$ cat src/rtl/ram_burst_reader.sv
// ram_burst_reader
//   Reads the half-open address range [firstaddr, lastaddr) from a
//   synchronous single-port RAM (1-cycle read latency) and streams the words
//   to the convolution datapath in address order, with full backpressure.
//
// Ports
//   clk, rst               clock, synchronous active-high reset
//   start                  one-cycle burst request (sampled only in IDLE)
//   firstaddr, lastaddr    range, first inclusive, last exclusive
//   re_RAM_p, re_RAM_w     RAM select (pixel has priority)
//   ram_addr, ram_re_p,
//   ram_re_w, ram_rdata    RAM read port
//   dout, dout_valid,
//   dout_ready             output stream
//   busy, done, err        status (done/err are one-cycle pulses)
//   checksum               running sum of streamed words
//   dbg_state              current FSM state, for checkers
//
// Handshake: a word transfers on a rising edge where dout_valid & dout_ready
// are both 1. Once dout_valid is raised, dout_valid and dout stay stable
// until that transfer happens; dout_valid never depends on dout_ready.
//
// Optional feature macro: BURST_CHECKSUM_EN builds the checksum
// accumulator; without it checksum is tied to 0.
module ram_burst_reader #(
  parameter int DATA_W = 16,
  parameter int ADDR_W = 15
) (
  input  logic              clk,
  input  logic              rst,
  input  logic              start,
  input  logic [ADDR_W-1:0] firstaddr,
  input  logic [ADDR_W-1:0] lastaddr,
  input  logic              re_RAM_p,
  input  logic              re_RAM_w,
  output logic [ADDR_W-1:0] ram_addr,
  output logic              ram_re_p,
  output logic              ram_re_w,
  input  logic [DATA_W-1:0] ram_rdata,
  output logic [DATA_W-1:0] dout,
  output logic              dout_valid,
  input  logic              dout_ready,
  output logic              busy,
  output logic              done,
  output logic              err,
  output logic [DATA_W-1:0] checksum,
  output logic [1:0]        dbg_state
);

  typedef enum logic [1:0] {
    S_IDLE  = 2'd0,
    S_READ  = 2'd1,
    S_DRAIN = 2'd2,
    S_DONE  = 2'd3
  } state_t;

  state_t            state, state_nxt;
  logic [ADDR_W-1:0] cnt, cnt_inc, last_q;
  logic              sel_p_q;
  logic              inflight;
  logic              err_q;

  logic [DATA_W-1:0] fifo_mem [2];
  logic              wr_ptr, rd_ptr;
  logic [1:0]        occ;

  logic              pop, push, issue, credit, sel_valid, accept;

  assign sel_valid = re_RAM_p | re_RAM_w;
  assign accept    = (state == S_IDLE) && start && sel_valid;
  assign cnt_inc   = cnt + {{(ADDR_W-1){1'b0}}, 1'b1};

  assign dout_valid = (occ != 2'd0);
  assign dout       = fifo_mem[rd_ptr];
  assign pop        = dout_valid & dout_ready;
  // The read issued last cycle returns its data now.
  assign push       = inflight;

  // A new read may issue only if, after this cycle's pop and the pending
  // return land in the FIFO, one slot is still free for it.
  assign credit = (({1'b0, occ} + {2'b00, inflight}) - {2'b00, pop}) < 3'd2;
  assign issue  = (state == S_READ) && credit;

  assign ram_addr  = cnt;
  assign ram_re_p  = issue & sel_p_q;
  assign ram_re_w  = issue & ~sel_p_q;
  assign busy      = (state == S_READ) || (state == S_DRAIN);
  assign done      = (state == S_DONE);
  assign err       = err_q;
  assign dbg_state = state;

  always_comb begin
    state_nxt = state;
    case (state)
      S_IDLE: begin
        if (accept) begin
          state_nxt = (lastaddr <= firstaddr) ? S_DONE : S_READ;
        end
      end
      S_READ: begin
        if (issue && (cnt_inc == last_q)) begin
          state_nxt = S_DRAIN;
        end
      end
      S_DRAIN: begin
        // Leave as soon as the last word leaves the FIFO so done lands
        // exactly one cycle after its handshake.
        if (!inflight && ((occ == 2'd0) || ((occ == 2'd1) && pop))) begin
          state_nxt = S_DONE;
        end
      end
      S_DONE:  state_nxt = S_IDLE;
      default: state_nxt = S_IDLE;
    endcase
  end

  always_ff @(posedge clk) begin
    if (rst) begin
      state    <= S_IDLE;
      cnt      <= '0;
      last_q   <= '0;
      sel_p_q  <= 1'b0;
      inflight <= 1'b0;
      err_q    <= 1'b0;
    end else begin
      state    <= state_nxt;
      inflight <= issue;
      err_q    <= (state == S_IDLE) && start && !sel_valid;
      if (accept) begin
        cnt     <= firstaddr;
        last_q  <= lastaddr;
        sel_p_q <= re_RAM_p;
      end else if (issue) begin
        cnt <= cnt_inc;
      end
    end
  end

  always_ff @(posedge clk) begin
    if (rst) begin
      fifo_mem[0] <= '0;
      fifo_mem[1] <= '0;
      wr_ptr      <= 1'b0;
      rd_ptr      <= 1'b0;
      occ         <= 2'd0;
    end else begin
      if (push) begin
        fifo_mem[wr_ptr] <= ram_rdata;
        wr_ptr           <= ~wr_ptr;
      end
      if (pop) begin
        rd_ptr <= ~rd_ptr;
      end
      occ <= (occ + {1'b0, push}) - {1'b0, pop};
    end
  end

`ifdef BURST_CHECKSUM_EN
  logic [DATA_W-1:0] sum_q;

  always_ff @(posedge clk) begin
    if (rst) begin
      sum_q <= '0;
    end else if (accept) begin
      sum_q <= '0;
    end else if (pop) begin
      sum_q <= sum_q + dout;
    end
  end

  assign checksum = sum_q;
`else
  assign checksum = '0;
`endif

endmodule

$ cat config.mk
export PLATFORM = sky130hd
export DESIGN_NAME = ram_burst_reader
export DESIGN_NICKNAME = d
export VERILOG_FILES = /design/src/rtl/ram_burst_reader.sv
export SDC_FILE = /design/constraint.sdc
export NUM_CORES = 1
export LEC_CHECK = 0
export BUFFER_PORTS_ARGS = -buffer_cell sky130_fd_sc_hd__buf_4
export CAP_MARGIN = 20
export CORE_UTILIZATION = 50
export DETAILED_ROUTE_END_ITERATION = 7
export PLACE_DENSITY = 0.76
export SYNTH_ARGS = -nofsm -noshare
export SYNTH_HDL_FRONTEND = slang
export SYNTH_SLANG_ARGS = --single-unit
$ cat constraint.sdc
create_clock -name clk -period 9.7 [get_ports clk]
set_clock_uncertainty 0.05 [all_clocks]
set_input_delay 1.94 -clock clk [delete_from_list [all_inputs] [get_ports clk]]
set_output_delay 1.94 -clock clk [all_outputs]
set_load 0.01 [all_outputs]
=== After elaboration in Yosys (flattened, before gate mapping) ===
Memories as Yosys holds them, arrays and structs flattened. A register that Yosys moved wholly into a read port is not among the register bits.
Index checks and enable logic that the tools add are counted.

* Bits in writable memories: 32
* Input port bits: 52
* Bits in latches: 0
* Memories kept: 1
* ROM bits: 0
* Register bits: 39
* Output and inout port bits: 55
* Word-level logic and storage cells: 66

{| class="wikitable"
|+ Memories
! memory !! depth !! bits a word !! read ports !! clocked after Yosys merged registers in !! wr ports !! RTL line !! text
|-
| fifo_mem || 2 || 16 || 1 || 1 || 2 || 63 || <nowiki>logic [DATA_W-1:0] fifo_mem [2];</nowiki>
|}

* Shift operators: 0
* Order comparisons: 2
* Reductions and logical operators: 17
* Add/subtract/negate cells: 5
* Bitwise gates (word level): 7
* Muxes and demuxes: 17
* Multiply operators: 0
* Eq/ne operators: 8
* Div/mod/pow operators: 0

{| class="wikitable"
|+ Operators with widths
! cell !! count
|-
| two-way mux 15 bit || 2
|-
| two-way mux 16 bit || 1
|-
| OR reduction 16 bit || 1
|-
| adder 15 x 1 -> 15 bit, second input constant || 1
|-
| equality test 15 bit || 1
|-
| <= comparator 15 bit || 1
|-
| two-way mux 1 bit || 9
|-
| two-way mux 2 bit || 4
|-
| case mux 2 bit (4 select lines) || 1
|-
| logical AND 1 bit || 7
|-
| equality test 2 x 1 -> 1 bit, second input constant || 2
|-
| equality test 2 bit, second input constant || 2
|-
| zero test 2 bit || 2
|-
| != test 2 x 1 -> 1 bit, second input constant || 2
|-
| nonzero test 2 bit || 2
|-
| adder 2 x 1 -> 3 bit || 1
|-
| bitwise AND 1 bit || 3
|-
| less-than comparator 3 x 2 -> 1 bit, second input constant || 1
|-
| inverter 1 bit || 3
|-
| AND reduction 3 bit || 1
|-
| subtractor 3 x 1 -> 3 bit || 1
|-
| adder 2 x 1 -> 2 bit || 1
|-
| zero test 1 bit || 2
|-
| logical OR 1 bit || 2
|-
| other kinds (3) || 3
|}

=== Logic depth before layout (Yosys ltp) ===
Gate-level depths: netlist of run 1.

* Depth in word-level cells: 8
* Mapped depth: 14
* Mapped depth without buffers: 14

=== Worst setup path before layout of run 1 ===
OpenSTA, ideal clock, no wires.

* Path kind: input -> output
* Start point: in dout_ready
* End point: out ram_re_w
* Data required time: 7.710 ns
* Path buffers: 1
* Setup slack: 3.938 ns
* Stages on the path: 9
* Arrival time: 3.772 ns
* Path through: and2_1 -> ha_1 -> inv_1 -> ha_1 -> fa_1 -> nand2b_1 -> or2_2 -> clkbuf_1 -> nor2_1

* Cells in the longest elaborated chain, start to end: 5

{| class="wikitable"
|+ Ends and longest elaborated chain
! what !! RTL line !! text
|-
| start, declared || 42 || <nowiki>input logic dout_ready,</nowiki>
|-
| bitwise AND 1 bit || 75 || <nowiki>assign pop = dout_valid & dout_ready;</nowiki>
|-
| subtractor 3 x 1 -> 3 bit || 81 || <nowiki>assign credit = (({1'b0, occ} + {2'b00, inflight}) - {2'b00, pop}) < 3'd2;</nowiki>
|-
| less-than comparator 3 x 2 -> 1 bit || 81 ||
|-
| logical AND 1 bit || 82 || <nowiki>assign issue = (state == S_READ) && credit;</nowiki>
|-
| bitwise AND 1 bit || 86 || <nowiki>assign ram_re_w = issue & ~sel_p_q;</nowiki>
|-
| end, declared || 38 || <nowiki>output logic ram_re_w,</nowiki>
|}

No other way between the ends.

=== Worst setup path in the final report of run 1 ===
* Start point: in dout_ready
* End point: out ram_re_p

* Cells in the longest elaborated chain, start to end: 5

{| class="wikitable"
|+ Ends and longest elaborated chain
! what !! RTL line !! text
|-
| bitwise AND 1 bit || 75 ||
|-
| via pop || 67 || <nowiki>logic pop, push, issue, credit, sel_valid, accept;</nowiki>
|-
| subtractor 3 x 1 -> 3 bit || 81 ||
|-
| less-than comparator 3 x 2 -> 1 bit || 81 ||
|-
| logical AND 1 bit || 82 ||
|-
| bitwise AND 1 bit || 85 || <nowiki>assign ram_re_p = issue & sel_p_q;</nowiki>
|-
| end, declared || 37 || <nowiki>output logic ram_re_p,</nowiki>
|}

The timed path passes the listed nets, and every way through them passes these cells.

==> insert_results.sql, run 1 <==
INSERT INTO impl_metrics (metric_group, metric, value, unit) VALUES
('run_status', 'status', 'complete, no violations', ''),
('timing', 'fin_crit', '6.09', 'ns'),
('final_layout', 'syn2layout_area_growth', '21.3', '%'),
('cts', 'clkSlewWorstSetupHoldPaths', '0.08', 'ns'),
('die', 'fp.dieH', '93.2', 'um'),
('timing', 'rsz_0062_raised_after_global_routing', 'no', ''),
('timing', 'clock.fmax', '164', 'MHz'),
('routing', 'route.detailed.drc', '0', ''),
('global_routing', 'antenna_found_initial', '0', ''),
('power', 'power.share.clock', '21.6', '%'),
('final_layout', 'final_cells', '625', ''),
('timing', 'setup_total_negative_slack', '0', 'ns'),
('power', 'switchingPower', '0.411', 'mW'),
('logic_synthesis', 'most_numerous_cell_in_the_yosys_netlist', 'sky130_fd_sc_hd__nand2_1', ''),
('logic_synthesis', 'synth_commonest_cells', 'sky130_fd_sc_hd__nand2_1, sky130_fd_sc_hd__dfxtp_1, sky130_fd_sc_hd__nor2_1', ''),
('global_routing', 'first_global_vias', '3167', ''),
('power', 'share_of_total_power_in_combinational_logic', '38.5', '%'),
('place', 'dpl-instance-area', '4840', 'um^2'),
('logic_synthesis', 'yosys-top-cells-area', 'sky130_fd_sc_hd__edfxtp_1, sky130_fd_sc_hd__dfxtp_1, sky130_fd_sc_hd__ha_1', ''),
('critical_path', 'critPathKind', 'input pin to primary output', ''),
('power', 'int_pwr', '0.712', 'mW'),
('timing', 'max_slew.worst_pin.slew', '0.820', 'ns'),
('routing', 'detailedRoute.firstPassIterationCount', '4', ''),
('power', 'static-leakage-power', '2.18', 'nW'),
('place', 'dp.cells', '609', ''),
('power', 'sequentialPowerShare', '39.9', '%'),
('logic_synthesis', 'yosysWarnings', '0', ''),
('cts', 'clock_tree.buffer_depth', '2', ''),
('cts', 'cts_tree', 'done', ''),
('global_routing', 'track_usage', '22.7', '%'),
('cts', 'postCtsResizedCells', '0', ''),
('logic_synthesis', 'seq_area_frac_synth', '42.4', '%'),
('routing', 'antenna_left', '0', ''),
('logic_synthesis', 'post_synth_num_cell_types', '48', ''),
('timing', 'timing.final.crit_share', '62.8', '%'),
('power', 'swShare', '36.6', '%'),
('critical_path', 'worst_ep_arrival_time', '4.10', 'ns'),
('cts', 'cts_max_level', '3', ''),
('cts', 'worst_skew_pair_latency', '0.35', 'ns'),
('final_layout', 'design_area_final', '5040', 'um^2'),
('die', 'coreArea', '7890', 'um^2'),
('timing', 'layout_setup_ws', '3.61', 'ns'),
('power', 'fin_total_pwr', '1.12', 'mW'),
('critical_path', 'worst_path_max_delay_cell', 'sky130_fd_sc_hd__nor2_1', ''),
('final_layout', 'layout_cells_sized_above_1', '26.0', '%'),
('die', 'start_util', '52.7', '%'),
('logic_synthesis', 'synth_seq_cells', '72', ''),
('power', 'max-vdd-ir-drop', '0.000154', 'V'),
('timing', 'fin_worst_hold_slack', '0.425', 'ns'),
('logic_synthesis', 'synth.avg_cell_area', '9.53', 'um^2'),
('timing', 'maxSlewViolCount', '0', ''),
('cts', 'clock_sinks', '72', ''),
('critical_path', 'critPathMaxFanout', '7', ''),
('final_layout', 'nFillCells', '672', ''),
('routing', 'detail_route.wl_per_cell', '15.1', 'um'),
('critical_path', 'critPathRequiredTime', '7.71', 'ns'),
('final_layout', 'final_core_utilization', '63.9', '%'),
('logic_synthesis', 'synthFlopType', 'sky130_fd_sc_hd__dfxtp_1', ''),
('place', 'gpl.final_weighted_congestion', '0.928', ''),
('timing', 'slew_headroom', '45.3', '%'),
('logic_synthesis', 'synth_area', '4150', 'um^2'),
('run', 'cap_violations', '0', ''),
('global_routing', 'first_pass_grt_wire_length', '15.0', 'mm'),
('critical_path', 'endpoint_kind', 'primary output', ''),
('place', 'buffers_added_on_ports', '90', ''),
('cts', 'holdBufCountCts', '0', ''),
('cts', 'tritoncts.num_buffers', '9', ''),
('timing', 'final-setup-viol-count', '0', ''),
('min_path', 'timing.hold.worst.class', 'flip-flop to flip-flop', ''),
('logic_synthesis', 'yosysTopAreaCellShare', '23.1', '%'),
('die', 'die_w', '93.2', 'um');
==> cell usage in the layout, fill, tap and decap left out, types with 17 or more instances in the layout <==
master / netlist / final
sky130_fd_sc_hd__mux2_2: 17 / 17
sky130_fd_sc_hd__buf_4: 16 / 92
sky130_fd_sc_hd__edfxtp_1: 32 / 32
sky130_fd_sc_hd__nand2_1: 47 / 47
sky130_fd_sc_hd__ha_1: 22 / 22
sky130_fd_sc_hd__inv_1: 25 / 25
sky130_fd_sc_hd__nor2_1: 35 / 35
sky130_fd_sc_hd__xnor2_1: 23 / 23
sky130_fd_sc_hd__and2_1: 34 / 34
sky130_fd_sc_hd__a21oi_1: 19 / 19
sky130_fd_sc_hd__dfxtp_1: 40 / 40
==> logic make-up (layout without fill, tap and decap cells) <==
| family | count (synthesis) | in the layout | share of synthesized area [%] |
|---|---|---|---|
| AND/OR/NAND/NOR | 165 | 165 | 21.0 |
| other | 1 | 16 | 0.0903 |
| XOR/XNOR | 37 | 37 | 7.80 |
| flip-flops | 72 | 72 | 42.4 |
| multiplexers | 21 | 21 | 5.69 |
| AO/OA/AOI/OAI | 55 | 55 | 8.80 |
| adder cells (fa/ha/maj) | 23 | 23 | 7.11 |
| buffers and inverters | 62 | 134 | 7.14 |
==> worst max-delay path: cells and delay by family <==
family | cells | cell delay [ns]
adders and majority gates | 3 | 0.90
buffers and inverters | 3 | 0.26
and+or+nand+nor | 4 | 1.00
==> power groups by stage <==
stage          sequential (mW)  combinational (mW)  clock (mW)
3_5_place_dp             0.453               0.432           0
5_1_grt                  0.456               0.475       0.259
6_report                 0.448               0.432       0.242
2_1_floorplan            0.430               0.291           0
4_1_cts                  0.448               0.436       0.244
3_3_place_gp             0.451               0.419           0
==> flip-flops by register name, summed over array words and instances (netlist names), named ones only <==
| register | cells |
|---|---|
| last_q | 15 |
| dbg_state | 2 |
| wr_ptr | 1 |
| ram_addr | 15 |
| inflight | 1 |
| err | 1 |
| rd_ptr | 1 |
| occ | 2 |
| sel_p_q | 1 |
| fifo_mem | 32 |
==> final timing paths <==
| path | from | end | slack, ns | cells past startpoint |
|---|---|---|---|---|
| worst min register to register | last_q[1]$_SDFFE_PP0P_ | last_q[1]$_SDFFE_PP0P_ | 0.42 | 2 |
| worst min-delay path | last_q[1]$_SDFFE_PP0P_ | last_q[1]$_SDFFE_PP0P_ | 0.42 | 2 |
| worst max register to register | occ[1]$_SDFF_PP0_ | dbg_state[1]$_SDFFE_PP0P_ | 5.87 | 14 |
| worst max-delay path | dout_ready | ram_re_p | 3.61 | 10 |
==> layout make-up <==
type                    count  area share, %
clock inverters             7           1.56
repair buffers             93           13.9
clock buffers               9           2.46
well taps                 102           2.53
inverters                  25           1.86
multi-input cells         317           42.7
flip-flops and latches     72           35.0
==> per-layer routing <==
metal  global-route usage [%]  vias up  share of wire (%)
li1                         -     1636                  -
met1                     29.5     1546                 44
met2                     37.2      111                 48
met3                     5.12       15                5.7
met4                     8.08        0                1.8
met5                        0        -                  0
Power figures use the tool's default switching activity.
==> inputs of run 2 (changes only) <==
--- a/config.mk
+++ b/config.mk
@@ -5,6 +5,7 @@
 export SDC_FILE = /design/constraint.sdc
 export NUM_CORES = 1
 export LEC_CHECK = 0
+export ABC_AREA = 1
 export BUFFER_PORTS_ARGS = -buffer_cell sky130_fd_sc_hd__buf_4
 export CAP_MARGIN = 20
 export CORE_UTILIZATION = 50
==> constraint.sdc (replaced) <==
create_clock -name clk -period 6.2 [get_ports clk]
set_clock_uncertainty 0.05 [all_clocks]
set_input_delay 1.24 -clock clk [delete_from_list [all_inputs] [get_ports clk]]
set_output_delay 1.24 -clock clk [all_outputs]
set_load 0.01 [all_outputs]
==> insert_results.sql, run 2 <==
INSERT INTO impl_metrics (metric_group, metric, value, unit) VALUES
('logic_synthesis', 'synth_async_sr_flop_share', '0', '%'),
('die', 'start_util', '51.6', '%'),
('routing', 'route.detailed.vias_per_inst', '5.21', ''),
('critical_path', 'critPathRequiredTime', '4.91', 'ns'),
('final_layout', 'top_register', 'fifo_mem', ''),
('cts', 'cts_max_level', '3', ''),
('global_routing', 'grt.met3_usage', '5.10', '%'),
('timing', 'final_hold_violations', '0', ''),
('critical_path', 'worst_setup_sp', 'dout_ready', ''),
('power', 'static-leakage-power', '2.46', 'nW'),
('cts', 'postCtsResizedCells', '0', ''),
('global_routing', 'use_met2', '40.7', '%'),
('timing', 'layout_setup_ws', '1.92', 'ns'),
('cts', 'cts.repair_timing.setup_buffer_count', '0', ''),
('global_routing', 'grt_max_degree', '28', ''),
('critical_path', 'setup.worst_path.end', 'ram_re_w', ''),
('die', 'ioPinCount', '107', ''),
('cts', 'holdBufCountCts', '0', ''),
('place', 'place_worst_setup_slack', '1.93', 'ns'),
('final_layout', 'syn2layout_area_growth', '21.1', '%'),
('global_routing', 'grt_overflow_total', '0', ''),
('timing', 'clock.fmax', '233', 'MHz'),
('logic_synthesis', 'yosysTopAreaCellShare', '22.7', '%'),
('logic_synthesis', 'seq_area_frac_synth', '41.5', '%'),
('routing', 'detailedRoute.firstIterationViolations', '244', ''),
('critical_path', 'rr_startpoint', 'occ[1]$_SDFF_PP0_', ''),
('critical_path', 'critPathMaxFanout', '5', ''),
('cts', 'root_buffer', 'sky130_fd_sc_hd__clkbuf_8', ''),
('final_layout', 'largest_reg_flops', '32', ''),
('final_layout', 'design_area_final', '5140', 'um^2'),
('global_routing', 'antenna_found_initial', '0', ''),
('global_routing', 'first_pass_grt_wire_length', '16.1', 'mm'),
('logic_synthesis', 'yosys-top-cells-area', 'sky130_fd_sc_hd__edfxtp_1, sky130_fd_sc_hd__dfxtp_1, sky130_fd_sc_hd__nand2_1', ''),
('cts', 'cts_tree', 'done', ''),
('cts', 'clock_sinks', '72', ''),
('run', 'cap_violations', '0', ''),
('final_layout', 'layout_common_cells', 'sky130_fd_sc_hd__nand2_1, sky130_fd_sc_hd__buf_4, sky130_fd_sc_hd__inv_1', ''),
('die', 'fp.dieArea', '8850', 'um^2'),
('critical_path', 'worst-r2r-cell-count', '16', ''),
('logic_synthesis', 'synth_area', '4240', 'um^2'),
('final_layout', 'layout_cells_sized_above_1', '22.5', '%'),
('logic_synthesis', 'synth_commonest_cells', 'sky130_fd_sc_hd__nand2_1, sky130_fd_sc_hd__inv_1, sky130_fd_sc_hd__nor2_1', ''),
('die', 'die_w', '94.1', 'um'),
('logic_synthesis', 'number_of_synthesized_flops_with_an_enable_pin', '32', ''),
('critical_path', 'kind_of_launch_point_of_the_worst_setup_path', 'input pin', ''),
('global_routing', 'track_usage', '23.7', '%'),
('die', 'fp.dieH', '94.1', 'um'),
('global_routing', 'first_global_vias', '3516', ''),
('logic_synthesis', 'synthFlopType', 'sky130_fd_sc_hd__dfxtp_1', ''),
('timing', 'fin_crit', '4.28', 'ns'),
('timing', 'setup_total_negative_slack', '0', 'ns'),
('final_layout', 'final_cells', '733', ''),
('place', 'dp.cells', '717', ''),
('power', 'power_density_relative_to_cell_area', '330', 'nW/um^2'),
('logic_synthesis', 'synth.largest_area_cell', 'sky130_fd_sc_hd__edfxtp_1', ''),
('final_layout', 'layout_commonest_cell', 'sky130_fd_sc_hd__nand2_1', ''),
('cts', 'worst_skew_pair_latency', '0.36', 'ns'),
('timing', 'maxSlewViolCount', '0', ''),
('final_layout', 'insertedDiodeCount', '0', ''),
('routing', 'overall_via_count_from_detail_route', '3821', ''),
('timing', 'slew_headroom', '29.6', '%'),
('cts', 'clock_tree.buffer_depth', '2', ''),
('critical_path', 'endpoint_kind', 'primary output', ''),
('logic_synthesis', 'postSynthCellCount', '536', ''),
('cts', 'clkSlewWorstSetupHoldPaths', '0.08', 'ns'),
('place', 'detailedPlacementHpwl', '7.51', 'mm'),
('logic_synthesis', 'synth_seq_cells', '72', ''),
('power', 'fin_total_pwr', '1.69', 'mW'),
('timing', 'fin_worst_hold_slack', '0.424', 'ns'),
('critical_path', 'rr_endpoint', 'ram_addr[3]$_SDFFE_PP0P_', ''),
('routing', 'detail_route.wl_per_cell', '13.8', 'um'),
('die', 'coreArea', '8220', 'um^2'),
('place', 'gpl.final_weighted_congestion', '0.911', ''),
('timing', 'final-setup-viol-count', '0', ''),
('critical_path', 'worst_ep_arrival_time', '2.99', 'ns'),
('final_layout', 'final_core_utilization', '62.5', '%'),
('routing', 'drt-total-wl', '10.1', 'mm'),
('cts', 'tritoncts.num_buffers', '9', ''),
('routing', 'detailedRoute.firstPassIterationCount', '4', ''),
('logic_synthesis', 'most_numerous_cell_in_the_yosys_netlist', 'sky130_fd_sc_hd__nand2_1', ''),
('routing', 'route.detailed.drc', '0', ''),
('power', 'max-vdd-ir-drop', '0.000216', 'V'),
('die', 'row_count', '33', ''),
('timing', 'rsz_0062_raised_after_global_routing', 'no', ''),
('global_routing', 'global_route.peak_usage_layer', 'met2', ''),
('logic_synthesis', 'synth.avg_cell_area', '7.91', 'um^2'),
('timing', 'max_slew.worst_pin.slew', '1.05', 'ns'),
('place', 'buffers_added_on_ports', '90', ''),
('global_routing', 'global_route.usage.met1', '29.0', '%'),
('critical_path', 'critPathKind', 'input pin to primary output', ''),
('min_path', 'timing.hold.worst.class', 'flip-flop to flip-flop', ''),
('final_layout', 'layout.nets', '698', ''),
('logic_synthesis', 'yosysWarnings', '0', ''),
('place', 'dpl-instance-area', '4940', 'um^2'),
('routing', 'antenna_left', '0', ''),
('timing', 'timing.final.crit_share', '69.1', '%'),
('run_status', 'status', 'complete, no violations', ''),
('critical_path', 'timing.reg2reg.setup_slack', '2.87', 'ns'),
('logic_synthesis', 'post_synth_num_cell_types', '43', '');
## run 2: cell types whose count changed in the layout (fill, tap and decap cells not counted), moves of 15 or more
cell / change
sky130_fd_sc_hd__nand2_1: +58
sky130_fd_sc_hd__inv_1: +52
sky130_fd_sc_hd__nor2_1: +34
sky130_fd_sc_hd__and2_1: -32
sky130_fd_sc_hd__nand3_1: +29
sky130_fd_sc_hd__xnor2_1: -21
sky130_fd_sc_hd__o21ai_0: +15
## run 2: critical path, cell delays in order
cell	delay, ns
sky130_fd_sc_hd__buf_4	0.11
sky130_fd_sc_hd__nand2_1	0.05
sky130_fd_sc_hd__inv_1	0.06
sky130_fd_sc_hd__ha_1	0.28
sky130_fd_sc_hd__inv_1	0.04
sky130_fd_sc_hd__ha_1	0.18
sky130_fd_sc_hd__fa_1	0.38
sky130_fd_sc_hd__o21a_1	0.17
sky130_fd_sc_hd__and3_1	0.15
sky130_fd_sc_hd__inv_1	0.13
sky130_fd_sc_hd__nor2_1	0.06
sky130_fd_sc_hd__buf_4	0.14
## run 2: cells by family after synthesis
logic type / share of synthesized area, %
compound gates: 9.24
xor+xnor: 1.36
fa+ha+maj: 6.96
buf+inv: 11.4
flops: 41.5
mux: 4.25
other cells: 0.0884
simple gates: 25.2
## run 2: how the worst min path moves through the flow
stage / from / end / slack, ns / cells after the start
6_report: last_q[9]$_SDFFE_PP0P_ / last_q[9]$_SDFFE_PP0P_ / 0.42 / 2
4_1_cts: last_q[11]$_SDFFE_PP0P_ / last_q[11]$_SDFFE_PP0P_ / 0.42 / 2
2_1_floorplan: rd_ptr$_SDFFE_PP0P_ / flip-flop / 0.38 / 1
3_5_place_dp: rd_ptr$_SDFFE_PP0P_ / flip-flop / 0.41 / 1
5_1_grt: rd_ptr$_SDFFE_PP0P_ / flip-flop / 0.43 / 1
3_3_place_gp: rd_ptr$_SDFFE_PP0P_ / rd_ptr$_SDFFE_PP0P_ / 0.39 / 1
## run 2: per-layer routing
layer / vias up / part of all wire, %
met3: 20 / 7.1
met5: - / 0
li1: 1891 / -
met1: 1745 / 42
met4: 0 / 2.3
met2: 165 / 49
## run 2: area by class of cell
type | count | area, um^2
repair buffers | 92 | 691
fillers | 742 | 3080
multi-input cells | 367 | 2050
clock buffers | 10 | 128
clock inverters | 6 | 67.6
well taps | 105 | 131
flip-flops and latches | 72 | 1760
inverters | 81 | 305
## run 2: where the power goes
part | switching, mW | internal (mW) | leakage (nW)
clock | 0.188 | 0.188 | 0.0933
sequential | 0.0943 | 0.583 | 0.659
combinational | 0.362 | 0.279 | 1.70
total | 0.644 | 1.05 | 2.46
==> inputs of run 3 (changes only) <==
==> constraint.sdc (replaced) <==
create_clock -name clk -period 4.2 [get_ports clk]
set_clock_uncertainty 0.05 [all_clocks]
set_input_delay 0.84 -clock clk [delete_from_list [all_inputs] [get_ports clk]]
set_output_delay 0.84 -clock clk [all_outputs]
set_load 0.01 [all_outputs]
==> insert_results.sql, run 3 (same netlist as run 2, synthesis figures left out) <==
INSERT INTO impl_metrics (metric_group, metric, value, unit) VALUES
('global_routing', 'track_usage', '23.4', '%'),
('final_layout', 'layout.nets', '702', ''),
('timing', 'fin_crit', '3.49', 'ns'),
('cts', 'worst_skew_pair_latency', '0.36', 'ns'),
('critical_path', 'path_common_cell', 'sky130_fd_sc_hd__inv_1', ''),
('final_layout', 'nFillCells', '706', ''),
('routing', 'route.detailed.drc', '0', ''),
('timing', 'clock.fmax', '286', 'MHz'),
('cts', 'postCtsResizedCells', '0', ''),
('place', 'dpl-instance-area', '4970', 'um^2'),
('cts', 'cts.repair_timing.setup_buffer_count', '0', ''),
('routing', 'detailedRoute.firstIterationViolations', '228', ''),
('final_layout', 'layout_common_cells', 'sky130_fd_sc_hd__nand2_1, sky130_fd_sc_hd__buf_4, sky130_fd_sc_hd__inv_1', ''),
('run_status', 'status', 'complete, no violations', ''),
('final_layout', 'design_area_final', '5200', 'um^2'),
('final_layout', 'layout_cells_sized_above_1', '23.1', '%'),
('cts', 'clock_tree.buffer_depth', '2', ''),
('place', 'detailedPlacementHpwl', '7.48', 'mm'),
('die', 'die_w', '94.1', 'um'),
('critical_path', 'endpoint_kind', 'primary output', ''),
('die', 'coreArea', '8220', 'um^2'),
('min_path', 'timing.hold.worst.class', 'flip-flop to flip-flop', ''),
('timing', 'max_slew.worst_pin.slew', '0.744', 'ns'),
('critical_path', 'path_cells', 'buf_4, nand2_1, inv_1, ha_1, inv_1, ha_1, fa_1, inv_1, and3_1, inv_1, nor2_1, buf_4', ''),
('global_routing', 'grt_max_degree', '28', ''),
('critical_path', 'worst_path_max_delay_cell', 'sky130_fd_sc_hd__fa_1', ''),
('routing', 'drt-total-wl', '10.1', 'mm'),
('cts', 'tritoncts.num_buffers', '9', ''),
('routing', 'detailedRoute.firstPassIterationCount', '6', ''),
('critical_path', 'worst_path_largest_cell_delay', '0.49', 'ns'),
('die', 'fp.dieArea', '8850', 'um^2'),
('timing', 'timing.final.crit_share', '83.1', '%'),
('place', 'place_worst_setup_slack', '0.709', 'ns'),
('die', 'fp.dieH', '94.1', 'um'),
('timing', 'fin_worst_hold_slack', '0.424', 'ns'),
('routing', 'overall_via_count_from_detail_route', '3818', ''),
('critical_path', 'worst_ep_arrival_time', '2.60', 'ns'),
('final_layout', 'top_register', 'fifo_mem', ''),
('timing', 'final_hold_violations', '0', ''),
('place', 'buffers_added_on_ports', '90', ''),
('final_layout', 'layout_commonest_cell', 'sky130_fd_sc_hd__nand2_1', ''),
('power', 'power_density_relative_to_cell_area', '497', 'nW/um^2'),
('die', 'start_util', '51.6', '%'),
('critical_path', 'critPathKind', 'input pin to primary output', ''),
('die', 'ioPinCount', '107', ''),
('cts', 'clock_sinks', '72', ''),
('run', 'cap_violations', '0', ''),
('timing', 'layout_setup_ws', '0.708', 'ns'),
('place', 'dp.cells', '721', ''),
('power', 'fin_total_pwr', '2.59', 'mW'),
('global_routing', 'first_pass_grt_wire_length', '16.1', 'mm'),
('timing', 'setup_total_negative_slack', '0', 'ns'),
('final_layout', 'largest_reg_flops', '32', ''),
('final_layout', 'syn2layout_area_growth', '22.6', '%'),
('critical_path', 'critPathMaxFanout', '5', ''),
('global_routing', 'first_global_vias', '3502', ''),
('timing', 'rsz_0062_raised_after_global_routing', 'no', ''),
('timing', 'maxSlewViolCount', '0', ''),
('cts', 'holdBufCountCts', '0', ''),
('routing', 'route.detailed.vias_per_inst', '5.18', ''),
('cts', 'clkSlewWorstSetupHoldPaths', '0.08', 'ns'),
('die', 'row_count', '33', ''),
('critical_path', 'critPathRequiredTime', '3.31', 'ns'),
('final_layout', 'insertedDiodeCount', '0', ''),
('cts', 'cts_tree', 'done', ''),
('cts', 'root_buffer', 'sky130_fd_sc_hd__clkbuf_8', ''),
('global_routing', 'grt_overflow_total', '0', ''),
('global_routing', 'antenna_found_initial', '0', ''),
('final_layout', 'final_core_utilization', '63.3', '%'),
('timing', 'slew_headroom', '50.3', '%'),
('timing', 'final-setup-viol-count', '0', ''),
('critical_path', 'kind_of_launch_point_of_the_worst_setup_path', 'input pin', ''),
('routing', 'antenna_left', '0', ''),
('power', 'max-vdd-ir-drop', '0.000284', 'V'),
('place', 'gpl.final_weighted_congestion', '0.891', ''),
('cts', 'cts_max_level', '3', ''),
('routing', 'detail_route.wl_per_cell', '13.6', 'um'),
('power', 'static-leakage-power', '2.50', 'nW'),
('final_layout', 'final_cells', '737', '');
-- run 3: cell types whose count changed in the layout (fill, tap and decap cells not counted), sizes merged --
cell	change
clkbuf	-1
buf	+4
clkinv	+2
bufinv	+1
clkinvlp	-2
-- run 3: worst paths after layout --
| check | slack [ns] | cells after the start | endpoint | start |
|---|---|---|---|---|
| min | 0.42 | 1 | rd_ptr$_SDFFE_PP0P_ | rd_ptr$_SDFFE_PP0P_ |
| min reg2reg | 0.42 | 1 | rd_ptr$_SDFFE_PP0P_ | rd_ptr$_SDFFE_PP0P_ |
| max | 0.71 | 12 | ram_re_p | dout_ready |
| max reg2reg | 1.19 | 15 | ram_addr[14]$_SDFFE_PP0P_ | occ[1]$_SDFF_PP0_ |
-- run 3: metal layers --
layer  up-vias  wire [um]  track usage (%)
li1       1896          -                -
met1      1756       4360             29.2
met2       149       4910             39.8
met3        17        588             4.21
met4         0        189             9.36
met5         -          0                0
-- run 3: area by class of cell --
| class | count | area, um^2 | area share, % |
|---|---|---|---|
| repair buffers | 96 | 721 | 13.9 |
| multi-input cells | 367 | 2050 | 39.5 |
| inverters | 81 | 305 | 5.87 |
| clock inverters | 7 | 103 | 1.97 |
| flip-flops and latches | 72 | 1760 | 33.9 |
| well taps | 105 | 131 | 2.53 |
| clock buffers | 9 | 124 | 2.38 |
-- run 3: power by group --
part	leakage [nW]	switching, mW	total (mW)	internal [mW]
registers	0.659	0.142	1.00	0.860
clock network	0.116	0.285	0.627	0.342
logic	1.72	0.537	0.957	0.419
total	2.50	0.965	2.59	1.62
-- run 3: worst max-delay path: cells and delay by family --
| family | cells | cell delay [ns] |
|---|---|---|
| buf+inv | 6 | 0.54 |
| simple gates | 3 | 0.29 |
| fa+ha+maj | 3 | 0.94 |
